<file path="src/rtl/hazard_stall_controller.sv">
// ---------------------------------------------------------------------------
// hazard_stall_controller
//
// Purpose:
//   Pipeline hazard controller for the ID/EX register. It compares the source
//   registers decoded in ID against the ID/EX outputs and uses EX branch
//   resolution and the data-memory handshake. From these it drives the
//   stall, flush and hold enables for PC, IF/ID, ID/EX and EX/MEM.
//   It handles three cases:
//     - load-use hazards, which insert a one-cycle bubble;
//     - taken branches, which flush IF/ID (and ID/EX) for FLUSH_CYCLES cycles;
//     - multi-cycle data-memory accesses, which freeze the pipe until
//       mem_ready.
//   It also keeps saturating stall/flush statistics and a sticky
//   memory-timeout flag.
//
// Parameters:
//   CNT_W         width of stall_count / flush_count (saturating)
//   FLUSH_CYCLES  cycles IF/ID is flushed per taken branch (>= 1)
//   MEM_TIMEOUT   memory-wait cycles before mem_timeout sets (>= 1)
//
// Ports:
//   clk              in   clock, all state updates on posedge
//   reset            in   synchronous, active-high
//   id_rs1, id_rs2   in   [3:0] source register addresses in ID
//   id_uses_rs1/2    in   ID instruction actually reads rs1 / rs2
//   ex_mem_read      in   load in EX (ID/EX mem_read)
//   ex_reg_write     in   ID/EX RegWrite
//   ex_write_addr    in   [3:0] ID/EX destination register
//   ex_branch_taken  in   branch resolved taken in EX this cycle
//   mem_req          in   MEM stage issues a data-memory access
//   mem_ready        in   data memory completes the access this cycle
//   pc_write         out  PC may update
//   if_id_write      out  IF/ID may load
//   if_id_flush      out  IF/ID loads a NOP
//   id_ex_flush      out  ID/EX loads a bubble (all-zero controls)
//   id_ex_hold       out  ID/EX keeps its value
//   ex_mem_hold      out  EX/MEM keeps its value
//   stall_count      out  [CNT_W-1:0] non-reset cycles with pc_write == 0
//   flush_count      out  [CNT_W-1:0] accepted taken-branch flush events
//   mem_timeout      out  sticky: a memory wait reached MEM_TIMEOUT cycles
//   dbg_state        out  [1:0] current FSM state (0 RUN, 1 MEM_WAIT, 2 FLUSH)
//
// Handshake note:
//   A memory access is outstanding while mem_req is high and mem_ready is low.
//   The access completes in the first cycle in which mem_ready is high.
//   Once the controller is waiting, only mem_ready is looked at.
// ---------------------------------------------------------------------------
module hazard_stall_controller #(
    parameter int CNT_W        = 16,
    parameter int FLUSH_CYCLES = 1,
    parameter int MEM_TIMEOUT  = 15
) (
    input  logic             clk,
    input  logic             reset,
    input  logic [3:0]       id_rs1,
    input  logic [3:0]       id_rs2,
    input  logic             id_uses_rs1,
    input  logic             id_uses_rs2,
    input  logic             ex_mem_read,
    input  logic             ex_reg_write,
    input  logic [3:0]       ex_write_addr,
    input  logic             ex_branch_taken,
    input  logic             mem_req,
    input  logic             mem_ready,
    output logic             pc_write,
    output logic             if_id_write,
    output logic             if_id_flush,
    output logic             id_ex_flush,
    output logic             id_ex_hold,
    output logic             ex_mem_hold,
    output logic [CNT_W-1:0] stall_count,
    output logic [CNT_W-1:0] flush_count,
    output logic             mem_timeout,
    output logic [1:0]       dbg_state
);

    localparam int WAIT_W = $clog2(MEM_TIMEOUT + 1);
    localparam int FL_W   = $clog2(FLUSH_CYCLES + 1);

    typedef enum logic [1:0] {
        ST_RUN      = 2'd0,
        ST_MEM_WAIT = 2'd1,
        ST_FLUSH    = 2'd2
    } state_t;

    state_t            state_q, state_d;
    logic [WAIT_W-1:0] wait_cnt_q, wait_cnt_d;
    logic [FL_W-1:0]   fl_cnt_q, fl_cnt_d;
    logic [CNT_W-1:0]  stall_count_q, stall_count_d;
    logic [CNT_W-1:0]  flush_count_q, flush_count_d;
    logic              mem_timeout_q, mem_timeout_d;

    logic load_use;
    logic mem_stall;
    logic freeze;      // whole pipe held for a memory wait
    logic run_eval;    // branch / load-use evaluated this cycle
    logic branch_acc;  // taken branch accepted (counted)

    assign load_use = ex_mem_read & ex_reg_write &
                      ((id_uses_rs1 & (id_rs1 == ex_write_addr)) |
                       (id_uses_rs2 & (id_rs2 == ex_write_addr)));
    assign mem_stall = mem_req & ~mem_ready;

    always_comb begin
        state_d       = state_q;
        wait_cnt_d    = wait_cnt_q;
        fl_cnt_d      = fl_cnt_q;
        mem_timeout_d = mem_timeout_q;
        freeze        = 1'b0;
        run_eval      = 1'b0;
        branch_acc    = 1'b0;
        pc_write      = 1'b1;
        if_id_write   = 1'b1;
        if_id_flush   = 1'b0;
        id_ex_flush   = 1'b0;
        id_ex_hold    = 1'b0;
        ex_mem_hold   = 1'b0;

        case (state_q)
            ST_RUN: begin
                if (mem_stall) begin
                    freeze     = 1'b1;
                    state_d    = ST_MEM_WAIT;
                    wait_cnt_d = WAIT_W'(1);
                end else begin
                    run_eval = 1'b1;
                end
            end
            ST_MEM_WAIT: begin
                if (!mem_ready) begin
                    freeze = 1'b1;
                    if (wait_cnt_q < WAIT_W'(MEM_TIMEOUT)) begin
                        wait_cnt_d = wait_cnt_q + WAIT_W'(1);
                    end
                end else begin
                    // Release cycle: behaves exactly like RUN. mem_stall is
                    // necessarily 0 because mem_ready is high.
                    run_eval   = 1'b1;
                    state_d    = ST_RUN;
                    wait_cnt_d = '0;
                end
            end
            ST_FLUSH: begin
                if (mem_stall) begin
                    // Fetch is already redirected, so dropping the remaining
                    // flush cycles is safe.
                    freeze     = 1'b1;
                    state_d    = ST_MEM_WAIT;
                    wait_cnt_d = WAIT_W'(1);
                end else begin
                    // A branch seen here is itself a flushed instruction: ignored.
                    if_id_flush = 1'b1;
                    fl_cnt_d    = fl_cnt_q - FL_W'(1);
                    if (fl_cnt_q <= FL_W'(1)) begin
                        state_d = ST_RUN;
                    end
                end
            end
            default: begin
                state_d = ST_RUN;
            end
        endcase

        if (run_eval) begin
            if (ex_branch_taken) begin
                if_id_flush = 1'b1;
                id_ex_flush = 1'b1;
                branch_acc  = 1'b1;
                if (FLUSH_CYCLES > 1) begin
                    state_d  = ST_FLUSH;
                    fl_cnt_d = FL_W'(FLUSH_CYCLES - 1);
                end
            end else if (load_use) begin
                // One bubble is enough: the bubble clears ex_mem_read next cycle.
                pc_write    = 1'b0;
                if_id_write = 1'b0;
                id_ex_flush = 1'b1;
            end
        end

        if (freeze) begin
            pc_write    = 1'b0;
            if_id_write = 1'b0;
            id_ex_hold  = 1'b1;
            ex_mem_hold = 1'b1;
            // The flag registers at the end of the wait cycle that brings
            // wait_cnt to MEM_TIMEOUT.
            if (wait_cnt_d >= WAIT_W'(MEM_TIMEOUT)) begin
                mem_timeout_d = 1'b1;
            end
        end

        if (reset) begin
            pc_write    = 1'b0;
            if_id_write = 1'b0;
            if_id_flush = 1'b1;
            id_ex_flush = 1'b1;
            id_ex_hold  = 1'b0;
            ex_mem_hold = 1'b0;
        end
    end

    // Saturating statistics. Reset cycles are not counted.
    always_comb begin
        stall_count_d = stall_count_q;
        flush_count_d = flush_count_q;
        if (!reset && !pc_write && (stall_count_q != {CNT_W{1'b1}})) begin
            stall_count_d = stall_count_q + CNT_W'(1);
        end
        if (!reset && branch_acc && (flush_count_q != {CNT_W{1'b1}})) begin
            flush_count_d = flush_count_q + CNT_W'(1);
        end
    end

    always_ff @(posedge clk) begin
        if (reset) begin
            state_q       <= ST_RUN;
            wait_cnt_q    <= '0;
            fl_cnt_q      <= '0;
            stall_count_q <= '0;
            flush_count_q <= '0;
            mem_timeout_q <= 1'b0;
        end else begin
            state_q       <= state_d;
            wait_cnt_q    <= wait_cnt_d;
            fl_cnt_q      <= fl_cnt_d;
            stall_count_q <= stall_count_d;
            flush_count_q <= flush_count_d;
            mem_timeout_q <= mem_timeout_d;
        end
    end

    assign stall_count = stall_count_q;
    assign flush_count = flush_count_q;
    assign mem_timeout = mem_timeout_q;
    assign dbg_state   = state_q;

endmodule

</file>
<file path="config.mk">
export PLATFORM = sky130hd
export DESIGN_NAME = hazard_stall_controller
export DESIGN_NICKNAME = d
export VERILOG_FILES = /design/src/rtl/hazard_stall_controller.sv
export SDC_FILE = /design/constraint.sdc
export NUM_CORES = 1
export LEC_CHECK = 0
export CAP_MARGIN = 20
export CELL_PAD_IN_SITES_DETAIL_PLACEMENT = 0
export CELL_PAD_IN_SITES_GLOBAL_PLACEMENT = 2
export CORE_UTILIZATION = 26
export DETAILED_ROUTE_END_ITERATION = 16
export PLACE_DENSITY = 0.79
export SLEW_MARGIN = 15
export SYNTH_ARGS = -nofsm -noshare
export SYNTH_HDL_FRONTEND = slang
export SYNTH_SLANG_ARGS = --single-unit
export TNS_END_PERCENT = 30
</file>
<file path="constraint.sdc">
create_clock -name clk -period 2.3 [get_ports clk]
set_input_delay 0.46 -clock clk [delete_from_list [all_inputs] [get_ports clk]]
set_output_delay 0.46 -clock clk [all_outputs]
set_load 0.03 [all_outputs]
</file>
# Yosys cells after proc, flatten, opt, wreduce, memory -nomap -nowiden
# Index checks and enable logic that the tools add are counted.
# totals
output_inout_bits,41
regBits,40
wordCells,73
# op_classes
bitwise_logic,8
n_reduce_logical,11
magnitude_cmp,3
n_addsub,4
eq_ne,9
muxes,32
# ops
operator,count
$add A16 B1 Y16 const B,2
$ne A16 B16 Y1 const B,2
$mux W1,21
$mux W4,3
$eq A4 B4 Y1,2
$mux W2,4
$pmux W4 S2,1
$pmux W2 S3,1
$and A1 B1 Y1,5
$add A4 B1 Y4 const B,1
$ge A4 B4 Y1 const B,1
$logic_and A1 B1 Y1,4
$lt A4 B4 Y1 const B,1
$ne A2 B2 Y1 const B,2
$pmux W1 S2,2
$reduce_and A2 Y1,2
$ne A3 B3 Y1 const B,1
$reduce_and A3 Y1,1
$eq A2 B1 Y1 const B,1
$eq A2 B2 Y1 const B,1
$logic_not A1 Y1,2
$logic_not A2 Y1,1
$not A1 Y1,2
$reduce_or A2 Y1,1
3 further kinds,3

# Longest topological paths before layout
# Gate-level depths: netlist (run 1).
# depth
ltp_word,12
depth_mapped,8
mapped_depth_nobuf,7

# Least setup slack after synthesis (run 1)
# Ideal clock, no wire load.
# synth_timing
kind,input port to output port
start,input ex_write_addr[0]
end,output pc_write
path_slack_ns,-0.180
arrival_time_ns,2.020
t_required_ns,1.840
n_path_buf,1
stages,6
cell_sequence,xor2_1 -> nor2_1 -> nand4_1 -> nand2_1 -> a211oi_1 -> buf_4
# synth_between
elab_chain_cells,9
elab_cells_between_ends,11
# synth_rtl
item,line,source
"start, declared",62,"input logic [3:0] ex_write_addr,"
"$eq A4 B4 Y1, on equally long branches","101, 102",
"$and A1 B1 Y1, on equally long branches","101, 102",
$or A1 B1 Y1 *,101,((id_uses_rs1 & (id_rs1 == ex_write_addr)) |
$and A1 B1 Y1 *,100,assign load_use = ex_mem_read & ex_reg_write &
$mux W1 * (5 in series),-,
"end, declared",66,"output logic pc_write,"
# Every way passes the cells marked *; elsewhere a longest branch is shown, timed or not.

# Worst setup path in the final report (run 1)
# layout_timing
start,input mem_ready
end,register flush_count_q[13] (netlist: flush_count[13])
# layout_between
elab_chain_cells,7
elab_cells_between_ends,8
# layout_rtl
item,line,source
"start, declared",65,"input logic mem_ready,"
$not A1 Y1,103,assign mem_stall = mem_req & ~mem_ready;
$and A1 B1 Y1,103,
$mux W1,122,if (mem_stall) begin
$pmux W1 S2 *,120,case (state_q)
$mux W1 *,165,if (run_eval) begin
$logic_and A1 B1 Y1 * (2 in series),211,if (!reset && branch_acc && (flush_count_q != {CNT_W{1'b1}})) begin
"end signal, assigned",229,flush_count_q <= flush_count_d;
"end, declared",91,"logic [CNT_W-1:0] flush_count_q, flush_count_d;"
# Marks and branches as above.
# A chain may end at the register's enable or synchronous reset.

==> results.md, run 1 <==
* P_sw at 0.000361 W
* Warnings from Yosys at 0
* Remaining antenna violation count at 0
* Synth Area in Simple Gates at 29.1%
* Die Wd at 90.5 um
* Hold buffers post-CTS at 0
* R2R Path Start: stall_count[0]
* EDFF count, synth at 0
* Post-synthesis mux area share at 5.66%
* Sequential-to-total area share from yosys stat at 37.4%
* Most common cell in the synthesized netlist: nor2_1
* Non-filler cells, final at 443
* XOR/XNOR share of the synthesized area at 9.90%
* Ports at 62
* Critical path's slowest cell: or4b_4
* Clk slew on worst S/H paths at 80 ps
* Ys flop type: dfxtp_1
* Post-DP HPWL at 3.94 mm
* Reg-to-reg slack, setup at 250 ps
* Vias post-DR at 2002
* Post-route DRC at 0
* Sw Ratio at 25.0%
* Final WL at 5.26 mm
* Clock Latency Late Sink at 290 ps
* Detail Route met2 WL at 2.52 mm
* TritonCTS clock tree: built
* Drt first-iter violations at 41
* Unrepaired setup endpoints after global routing: no
* Compound-Gate Fraction of Synth Area at 11.1%
* Max stage delay on crit path at 490 ps
* Sequential Power Share at 46.6%
* Status: completed
* Max VDD drop at 0.000249 V
* Post-synth top area share at 37.4%
* DR WL met3 at 197 um
* Worst Path Required at 2530 ps
* Setup violations, final at 0
* Buffers on Ports at 60
* Syn nets at 272
* Top cell type by total area after synthesis: dfxtp_1
* First-pass GRT wire length at 8.94 mm
* Die Area at 8180 um^2
* Reg2reg end: stall_count[7]
* Bufs on Longest Clock Path at 2
* Hold Crit Class: flip-flop to flip-flop
* Fraction of layout cells with a size suffix above 1 at 19.8%
* Avg WL per Cell at 11.9 um
* WHS Endpoint: mem_timeout
* # diodes at 0
* Clk_skew at 10.6 ps
* Adder-cell area share of the yosys netlist at 1.85%
* Pwr dens at 463 nW/um^2
* Chip height at 90.5 um
* Hold Path Cell Cnt at 2
* Data arrival, critical path at 2480 ps
* Core Region at 7410 um^2
* H-tree Lvls at 2
* Buf+Inv Stages, Crit Path at 1
* Setup crit start kind: primary input
* P&R area growth vs syn at 53.3%
* CP top delay family: simple AND/OR/NAND/NOR gates
* Largest family of logic cells by synthesized area: simple AND/OR/NAND/NOR gates
* Largest net degree at the start of global routing at 33
* Cells after synthesis at 248
* Reg2reg path depth at 7
* Synth top area cells: dfxtp_1 37%, nor2_1 7.4%, xor2_1 5.6%
* CTS root buffer: clkbuf_8
* Remaining Overflow, GRT at 0
* # nets final at 367
* Peak Freq at 445 MHz
* Leakage at 1.25 nW
* Fillcell total at 751
* Crit path max fanout at 4
* DR vias/cell at 4.52
* Setup CP Type: primary input to flip-flop
* Synth cell count leaders: 40 x nor2_1, 38 x dfxtp_1, 20 x nand2_1, 17 x nand3_1
* Slew headroom at 60.3%
* Dpl cells at 433
* Final worst-path cycle share at 97.6%
* Final RePlAce weighted congestion at 0.740
* Worst-path cell chain: clkdlybuf4s50_1, o21ba_2, or4b_4, or4_4, or3_1, a21oi_1
* Starting Density at 27.5%
* TritonCTS buffer count at 5
* Final hold vios at 0
* Hold path startpoint: mem_timeout
* Comb power frac at 13.6%
* Int Power at 0.00108 W
* Clk sinks at 38
* Post-synthesis register bit count at 38
* Crit. End Element: flip-flop
* Metal1 wirelength at 2.50 mm
* Final TNS setup at 0 ps
* Initial antenna violation count at 0
* Synthesized area per cell at 8.20 um^2
* Max layer used: met4
* Synth cell types at 41
* GR Util All Layers at 13.3%
* Crit path time final at 2240 ps
* Ys async rst share at 0%
* TritonRoute pass-1 iters at 4
* Vias in the first global route at 1933
* Actual slew at the worst max-slew pin at 590 ps
* Pins over their slew limit at 0
* Clk network pwr share at 39.8%
* Mapped Area at 2030 um^2
* Row cnt at 31
* Max Cap Viol at 0
cells in the final DEF, fill, tap and decap left out, drive strengths merged, types with 5 or more instances in the layout:
master          n
buf            44
mux2i           7
dfxtp          38
inv            11
nand2          20
and3            6
xor2           13
a211oi          5
a21oi          10
nand2b          6
dlygate4sd2     7
nor2b           9
clkbuf          5
nand3          17
xnor2          10
clkdlybuf4s50  42
nor2           40
nand4          13
worst reg2reg max path, stage by stage (launching register included):
cell and delay, ps:
dfxtp_1 420, ha_1 220, nand3_1 140, o41ai_1 470
a31oi_2 90, buf_4 180, nand4_1 100, mux2_2 330
layer usage:
metal	vias up	track usage, %
met4	0	3.63
met3	5	2.69
met2	36	23.0
met5	-	0
met1	916	16.8
li1	1045	-
repair_timing:
action,in CTS,in global routing
setup buffers,1,1
endpoints found under the hold margin,0,0
pin swaps,9,7
setup endpoints to repair,6,8
resized for setup,19,6
power groups by stage:
stage,clock network (W),registers [W],logic [W]
floorplan,0,0.000698,0.0000872
global placement,0,0.000689,0.000196
detailed placement,0,0.000688,0.000197
CTS,0.000603,0.000673,0.000196
global route,0.000624,0.000675,0.000215
finish,0.000574,0.000673,0.000196
final cells by class:
class | count | area, um^2 | area share, %
clock buffers | 5 | 68.8 | 2.21
clock inverters | 3 | 40.0 | 1.28
inverters | 11 | 41.3 | 1.32
multi-input cells | 189 | 1200 | 38.6
flip-flops and latches | 38 | 761 | 24.4
well taps | 99 | 124 | 3.97
repair buffers | 98 | 878 | 28.2
cell families after synthesis:
family,count (synthesis)
buf+inv,21
other cells,1
mux,11
fa+ha+maj,3
flops,38
simple gates,120
compound gates,31
xor+xnor,23
how the worst max path moves through the flow:
stage,startpoint,endpoint,slack [ps],depth (start not counted)
2_1_floorplan,dbg_state[0],flush_count[13],50,6
3_3_place_gp,mem_ready,flush_count[13],-310,6
3_5_place_dp,mem_ready,flush_count[13],-330,6
4_1_cts,id_rs1[0],if_id_write,-6,7
5_1_grt,ex_write_addr[1],id_ex_flush,1,8
6_report,mem_ready,flush_count[13],60,6
flip-flops by register name, indices dropped and copies added, names as in the netlist:
register / count
dbg_state: 1
flush_count: 16
mem_timeout: 1
stall_count: 16
wait_cnt_q: 4
through the flow:
stage	setup WS, ps	util (%)	hold WS, ps	power (W)	instance area [um^2]
2_1_floorplan	50.6	-	577	0.000785	2040
3_5_place_dp	-334	40.0	454	0.000885	2960
4_1_cts	-6.12	41.7	469	0.00147	3090
6_report	55.1	42.1	463	0.00144	3120
3_3_place_gp	-315	40.0	446	0.000885	2960
5_1_grt	1.06	42.1	497	0.00151	3120
Note: power is estimated with default switching activity, not from simulation.
==> run 2: changes to the inputs <==
--- a/config.mk
+++ b/config.mk
@@ -11,6 +11,7 @@
 export CORE_UTILIZATION = 26
 export DETAILED_ROUTE_END_ITERATION = 16
 export PLACE_DENSITY = 0.79
+export RECOVER_POWER = 100
 export SLEW_MARGIN = 15
 export SYNTH_ARGS = -nofsm -noshare
 export SYNTH_HDL_FRONTEND = slang
==> run 2 against run 1 <==
Critical path depth is the same. Clock skew barely moved. Sequential share of layout area up 0.21 points. Maximum frequency is essentially flat. Global-route usage unchanged. Final area decreased by 0.84%. Combinational power fell by 4%. Final cell count is the same. Total power shrank 0.53%. First-iteration DRC count is 12% lower.
==> results.md, run 2 (synthesized netlist as in run 1, its figures left out) <==
* Final WL at 5.22 mm (was 5.26 mm)
* Vias post-DR at 1998 (was 2002)
* Clk slew on worst S/H paths at 80 ps (about the same)
* Fillcell total at 756 (was 751)
* Avg WL per Cell at 11.8 um (was 11.9 um)
* Worst Path Required at 2530 ps (about the same)
* Vias in the first global route at 1933 (unchanged)
* Final Cell Area at 3090 um^2 (was 3120 um^2)
* Clk_skew at 10.3 ps (was 10.6 ps)
* Unrepaired setup endpoints after global routing: no (unchanged)
* Placement Cell Area at 2960 um^2 (unchanged)
* Final worst-path cycle share at 97.6% (about the same)
* TritonCTS clock tree: built (unchanged)
* Setup crit start kind: primary input (unchanged)
* Max VDD drop at 0.000249 V (about the same)
* Clock Latency Late Sink at 290 ps (about the same)
* Leakage at 1.35 nW (was 1.25 nW)
* Bufs on Longest Clock Path at 2 (unchanged)
* Actual slew at the worst max-slew pin at 611 ps (was 590 ps)
* Buffers on Ports at 60 (unchanged)
* Initial antenna violation count at 0 (unchanged)
* Crit path max fanout at 4 (unchanged)
* Starting Density at 27.5% (unchanged)
* Remaining Overflow, GRT at 0 (unchanged)
* Non-filler cells, final at 443 (unchanged)
* Die Wd at 90.5 um (unchanged)
* # diodes at 0 (unchanged)
* Core Region at 7410 um^2 (unchanged)
* Final RePlAce weighted congestion at 0.740 (unchanged)
* Ports at 62 (unchanged)
* First-pass GRT wire length at 8.94 mm (unchanged)
* GR Util All Layers at 13.3% (unchanged)
* Setup violations, final at 0 (unchanged)
* Max Cap Viol at 0 (unchanged)
* TritonCTS buffer count at 5 (unchanged)
* Data arrival, critical path at 2480 ps (about the same)
* Drt first-iter violations at 36 (was 41)
* Status: completed (unchanged)
* Dpl cells at 433 (unchanged)
* Crit. End Element: flip-flop (unchanged)
* DR vias/cell at 4.51 (was 4.52)
* CTS root buffer: clkbuf_8 (unchanged)
* Pwr dens at 464 nW/um^2 (was 463 nW/um^2)
* H-tree Lvls at 2 (unchanged)
* # nets final at 367 (unchanged)
* Commonest non-fill, non-tap cell in the layout: nor2_1 (was clkdlybuf4s50_1)
* Setup CP Type: primary input to flip-flop (unchanged)
* Peak Freq at 446 MHz (was 445 MHz)
* Crit path time final at 2240 ps (about the same)
* Commonest cells after routing, fill and taps aside: 39 x nor2_1, 38 x dfxtp_1, 35 x dlygate4sd3_1 (was 42 x clkdlybuf4s50_1, 41 x buf_4, 39 x nor2_1)
* Slew headroom at 59.3% (was 60.3%)
* Largest net degree at the start of global routing at 33 (unchanged)
* Clk sinks at 38 (unchanged)
* Remaining antenna violation count at 0 (unchanged)
* Row cnt at 31 (unchanged)
* Hold buffers post-CTS at 0 (unchanged)
* Die Area at 8180 um^2 (unchanged)
* Hold Crit Class: flip-flop to flip-flop (unchanged)
* Post-route DRC at 0 (unchanged)
* Post-DP HPWL at 3.94 mm (unchanged)
* Chip height at 90.5 um (unchanged)
* Final hold vios at 0 (unchanged)
* Pins over their slew limit at 0 (unchanged)
* TritonRoute pass-1 iters at 4 (unchanged)
* P&R area growth vs syn at 52.0% (was 53.3%)
* Fraction of layout cells with a size suffix above 1 at 18.6% (was 19.8%)
## run 2: metal layers
| layer | track usage (%) | part of all wire, % | vias up |
|---|---|---|---|
| met5 | 0 | 0 | - |
| met1 | 16.8 | 48 | 920 |
| met2 | 23.0 | 48 | 30 |
| met4 | 3.63 | 0.84 | 0 |
| li1 | - | - | 1043 |
| met3 | 2.69 | 3.2 | 5 |
## run 2: worst max-delay path, stage by stage
cell	delay (ps)
clkdlybuf4s50_1	470
o21ba_1	170
or4b_4	490
or4_4	440
or3_1	310
a21oi_1	130
## run 2: area by class of cell
class	instances	area, um^2	share of cell area (%)
Timing Repair Buffer	98	852	27.6
Clock inverter	3	40.0	1.30
Multi-Input combinational cell	189	1200	39.0
Clock buffer	5	68.8	2.23
Tap cell	99	124	4.01
Sequential cell	38	761	24.6
Inverter	11	41.3	1.34
## run 2: where the power goes
part	internal, W	leakage [nW]	switching (W)
logic	0.0000915	0.988	0.0000969
registers	0.000665	0.307	0.00000790
clock network	0.000320	0.0579	0.000255
total	0.00108	1.35	0.000360
## run 2: stage by stage
stage / setup WS (ps) / setup TNS (ps) / power [W] / utilization (%) / hold slack, ps
final: 55.4 / 0 / 0.00144 / 41.7 / 460
after global routing: 1.45 / 0 / 0.00150 / 41.7 / 494
after floorplan: 50.6 / 0 / 0.000785 / - / 577
after detailed placement: -334 / -5480 / 0.000885 / 40.0 / 454
after CTS: -6.12 / -11.6 / 0.00147 / 41.7 / 469
after global placement: -315 / -4850 / 0.000885 / 40.0 / 446
## run 2: path summary, 6_finish.rpt
kind	start	to	slack, ps	cells past startpoint
setup / recovery	mem_ready	flush_count[13]	60	6
hold / removal	mem_timeout	mem_timeout	460	2
setup reg to reg	stall_count[0]	stall_count[7]	260	7
hold reg to reg	mem_timeout	mem_timeout	460	2
## run 2: timing repair
action	in CTS	in global routing
pin swaps	9	7
gates resized for setup	19	6
endpoints found under the setup margin	6	8
buffers inserted	1	1
==> run 3: changes to the inputs <==
--- a/config.mk
+++ b/config.mk
@@ -9,7 +9,9 @@
 export CELL_PAD_IN_SITES_DETAIL_PLACEMENT = 0
 export CELL_PAD_IN_SITES_GLOBAL_PLACEMENT = 2
 export CORE_UTILIZATION = 26
+export CTS_CLUSTER_SIZE = 10
 export DETAILED_ROUTE_END_ITERATION = 16
+export GPL_TIMING_DRIVEN = 0
 export PLACE_DENSITY = 0.79
 export RECOVER_POWER = 100
 export SLEW_MARGIN = 15
==> run 3 against run 2 <==
Worst setup slack worse by 31 ps. Total power down 7.5%. Clock-buffer cell count grew 2. Largest power group unchanged. Wire length is 1.9% lower. First-iteration DRC count up 33%. Maximum frequency fell by 1.3%. Final cell count down 5.9%. Clock skew down 8.5 ps. Critical path depth unchanged. Sequential cell count is the same. Sequential power is essentially flat. Register-to-register slack got worse by 240 ps.
==> results.md, run 3 (synthesized netlist as in run 1, its figures left out) <==
* Status: completed (unchanged)
* Avg WL per Cell at 12.3 um (was 11.8 um)
* Core Region at 7410 um^2 (unchanged)
* Row cnt at 31 (unchanged)
* Leakage at 1.21 nW (was 1.35 nW)
* H-tree Lvls at 2 (unchanged)
* Actual slew at the worst max-slew pin at 718 ps (was 611 ps)
* Int Power at 0.000986 W (was 0.00108 W)
* Reg-to-reg slack, setup at 20 ps (was 260 ps)
* Die Wd at 90.5 um (unchanged)
* # nets final at 341 (was 367)
* Initial antenna violation count at 0 (unchanged)
* Buffers on Ports at 60 (unchanged)
* Data arrival, critical path at 2500 ps (was 2480 ps)
* Pins over their slew limit at 0 (unchanged)
* Fillcell total at 773 (was 756)
* Vias in the first global route at 1869 (was 1933)
* Setup violations, final at 0 (unchanged)
* Max VDD drop at 0.000227 V (was 0.000249 V)
* Max Cap Viol at 0 (unchanged)
* Vias post-DR at 1929 (was 1998)
* Sw Ratio at 25.8% (was 25.1%)
* DR vias/cell at 4.63 (was 4.51)
* Unrepaired setup endpoints after global routing: yes (was no)
* CTS root buffer: clkbuf_8 (unchanged)
* Setup WS pre-CTS at -889 ps (was -334 ps)
* Starting Density at 27.5% (unchanged)
* Remaining Overflow, GRT at 0 (unchanged)
* Chip height at 90.5 um (unchanged)
* Die Area at 8180 um^2 (unchanged)
* Largest net degree at the start of global routing at 12 (was 33)
* Sequential Power Share at 50.7% (was 46.8%)
* Commonest cells after routing, fill and taps aside: 39 x nor2_1, 38 x dfxtp_1, 33 x dlygate4sd3_1 (was 39 x nor2_1, 38 x dfxtp_1, 35 x dlygate4sd3_1)
* TritonRoute pass-1 iters at 4 (unchanged)
* Final hold vios at 0 (unchanged)
* Remaining antenna violation count at 0 (unchanged)
* # diodes at 0 (unchanged)
* Setup crit start kind: flip-flop (was primary input)
* Fraction of layout cells with a size suffix above 1 at 11.9% (was 18.6%)
* Register area at 761 um^2 (unchanged)
* Clock Latency Late Sink at 290 ps (about the same)
* Ports at 62 (unchanged)
* Non-filler cells, final at 417 (was 443)
* Commonest non-fill, non-tap cell in the layout: nor2_1 (unchanged)
* Pwr dens at 457 nW/um^2 (was 464 nW/um^2)
* Final RePlAce weighted congestion at 0.734 (was 0.740)
* Slew headroom at 51.7% (was 59.3%)
* Comb power frac at 13.3% (was 13.1%)
* Hold buffers post-CTS at 0 (unchanged)
* Bufs on Longest Clock Path at 2 (unchanged)
* Clk slew on worst S/H paths at 70 ps (was 80 ps)
* Clk network pwr share at 36.0% (was 40.0%)
* TritonCTS clock tree: built (unchanged)
* Post-DP HPWL at 3.93 mm (was 3.94 mm)
* Hold Crit Class: flip-flop to flip-flop (unchanged)
* PnR worst setup slack at 24.8 ps (was 55.4 ps)
* TritonCTS buffer count at 5 (unchanged)
* Dpl cells at 407 (was 433)
* Worst Path Required at 2520 ps (was 2530 ps)
* Crit path time final at 2280 ps (was 2240 ps)
* Crit path max fanout at 10 (was 4)
* Setup CP Type: flip-flop to flip-flop (was primary input to flip-flop)
* Final WL at 5.12 mm (was 5.22 mm)
* Final worst-path cycle share at 98.9% (was 97.6%)
* Crit. End Element: flip-flop (unchanged)
* P_sw at 0.000342 W (was 0.000360 W)
* Post-route DRC at 0 (unchanged)
* GR Util All Layers at 13.2% (was 13.3%)
* Clk_skew at 1.86 ps (was 10.3 ps)
* Multi-input gate area in the final layout at 1220 um^2 (was 1200 um^2)
* P&R area growth vs syn at 42.7% (was 52.0%)
* Peak Freq at 440 MHz (was 446 MHz)
* Clk sinks at 38 (unchanged)
* First-pass GRT wire length at 8.81 mm (was 8.94 mm)
* Drt first-iter violations at 48 (was 36)
[run 3: through the flow]
stage               TNS [ps]  hold slack, ps  total power (W)  cell area, um^2  util (%)
finish                     0             457          0.00133             2900      39.2
global route            -363             486          0.00139             2900      39.2
CTS                    -43.4             463          0.00135             2910      39.3
detailed placement    -18320             455         0.000868             2760      37.3
global placement      -18380             448         0.000868             2760      37.3
floorplan                  0             577         0.000785             2040         -
[run 3: cell type report]
type                    count  share of cell area [%]
multi-input cells         189                    42.2
flip-flops and latches     38                    26.2
repair buffers             63                    20.6
well taps                  99                    4.27
clock buffers               7                    2.97
plain buffers               9                    2.20
inverters                  11                    1.42
clock inverters             1                   0.172
[run 3: routing by layer]
layer  global-route usage, %  up-vias  routed length [um]
li1                        -      994                   -
met1                    16.7      896                2520
met2                    22.6       32                2370
met3                    2.95        7                 178
met4                    2.96        0                  53
met5                       0        -                   0
[run 3: path summary, 6_finish.rpt]
path,start,to,depth (start not counted)
worst max-delay path,dbg_state[0],flush_count[13],6
worst min-delay path,mem_timeout,mem_timeout,2
worst max register to register,dbg_state[0],flush_count[13],6
worst min register to register,mem_timeout,mem_timeout,2
[run 3: worst max-delay path, cell delays in order (launching register included)]
cell	delay, ps
dfxtp_1	330
buf_6	140
o21ba_4	230
or4b_4	480
or4_1	550
or3_1	330
a21oi_1	140
[run 3: repair_timing]
item                                    in CTS  in global routing
resized for setup                           61                  6
endpoints found under the setup margin      27                 12
pin swaps                                    6                  7
setup buffers                                3                  0
[run 3: power groups by stage]
stage	Sequential (W)	Combinational, W	Clock [W]
after CTS	0.000673	0.000181	0.000497
after global routing	0.000675	0.000193	0.000525
after detailed placement	0.000689	0.000180	0
after floorplan	0.000698	0.0000872	0
final	0.000673	0.000176	0.000478
after global placement	0.000689	0.000179	0
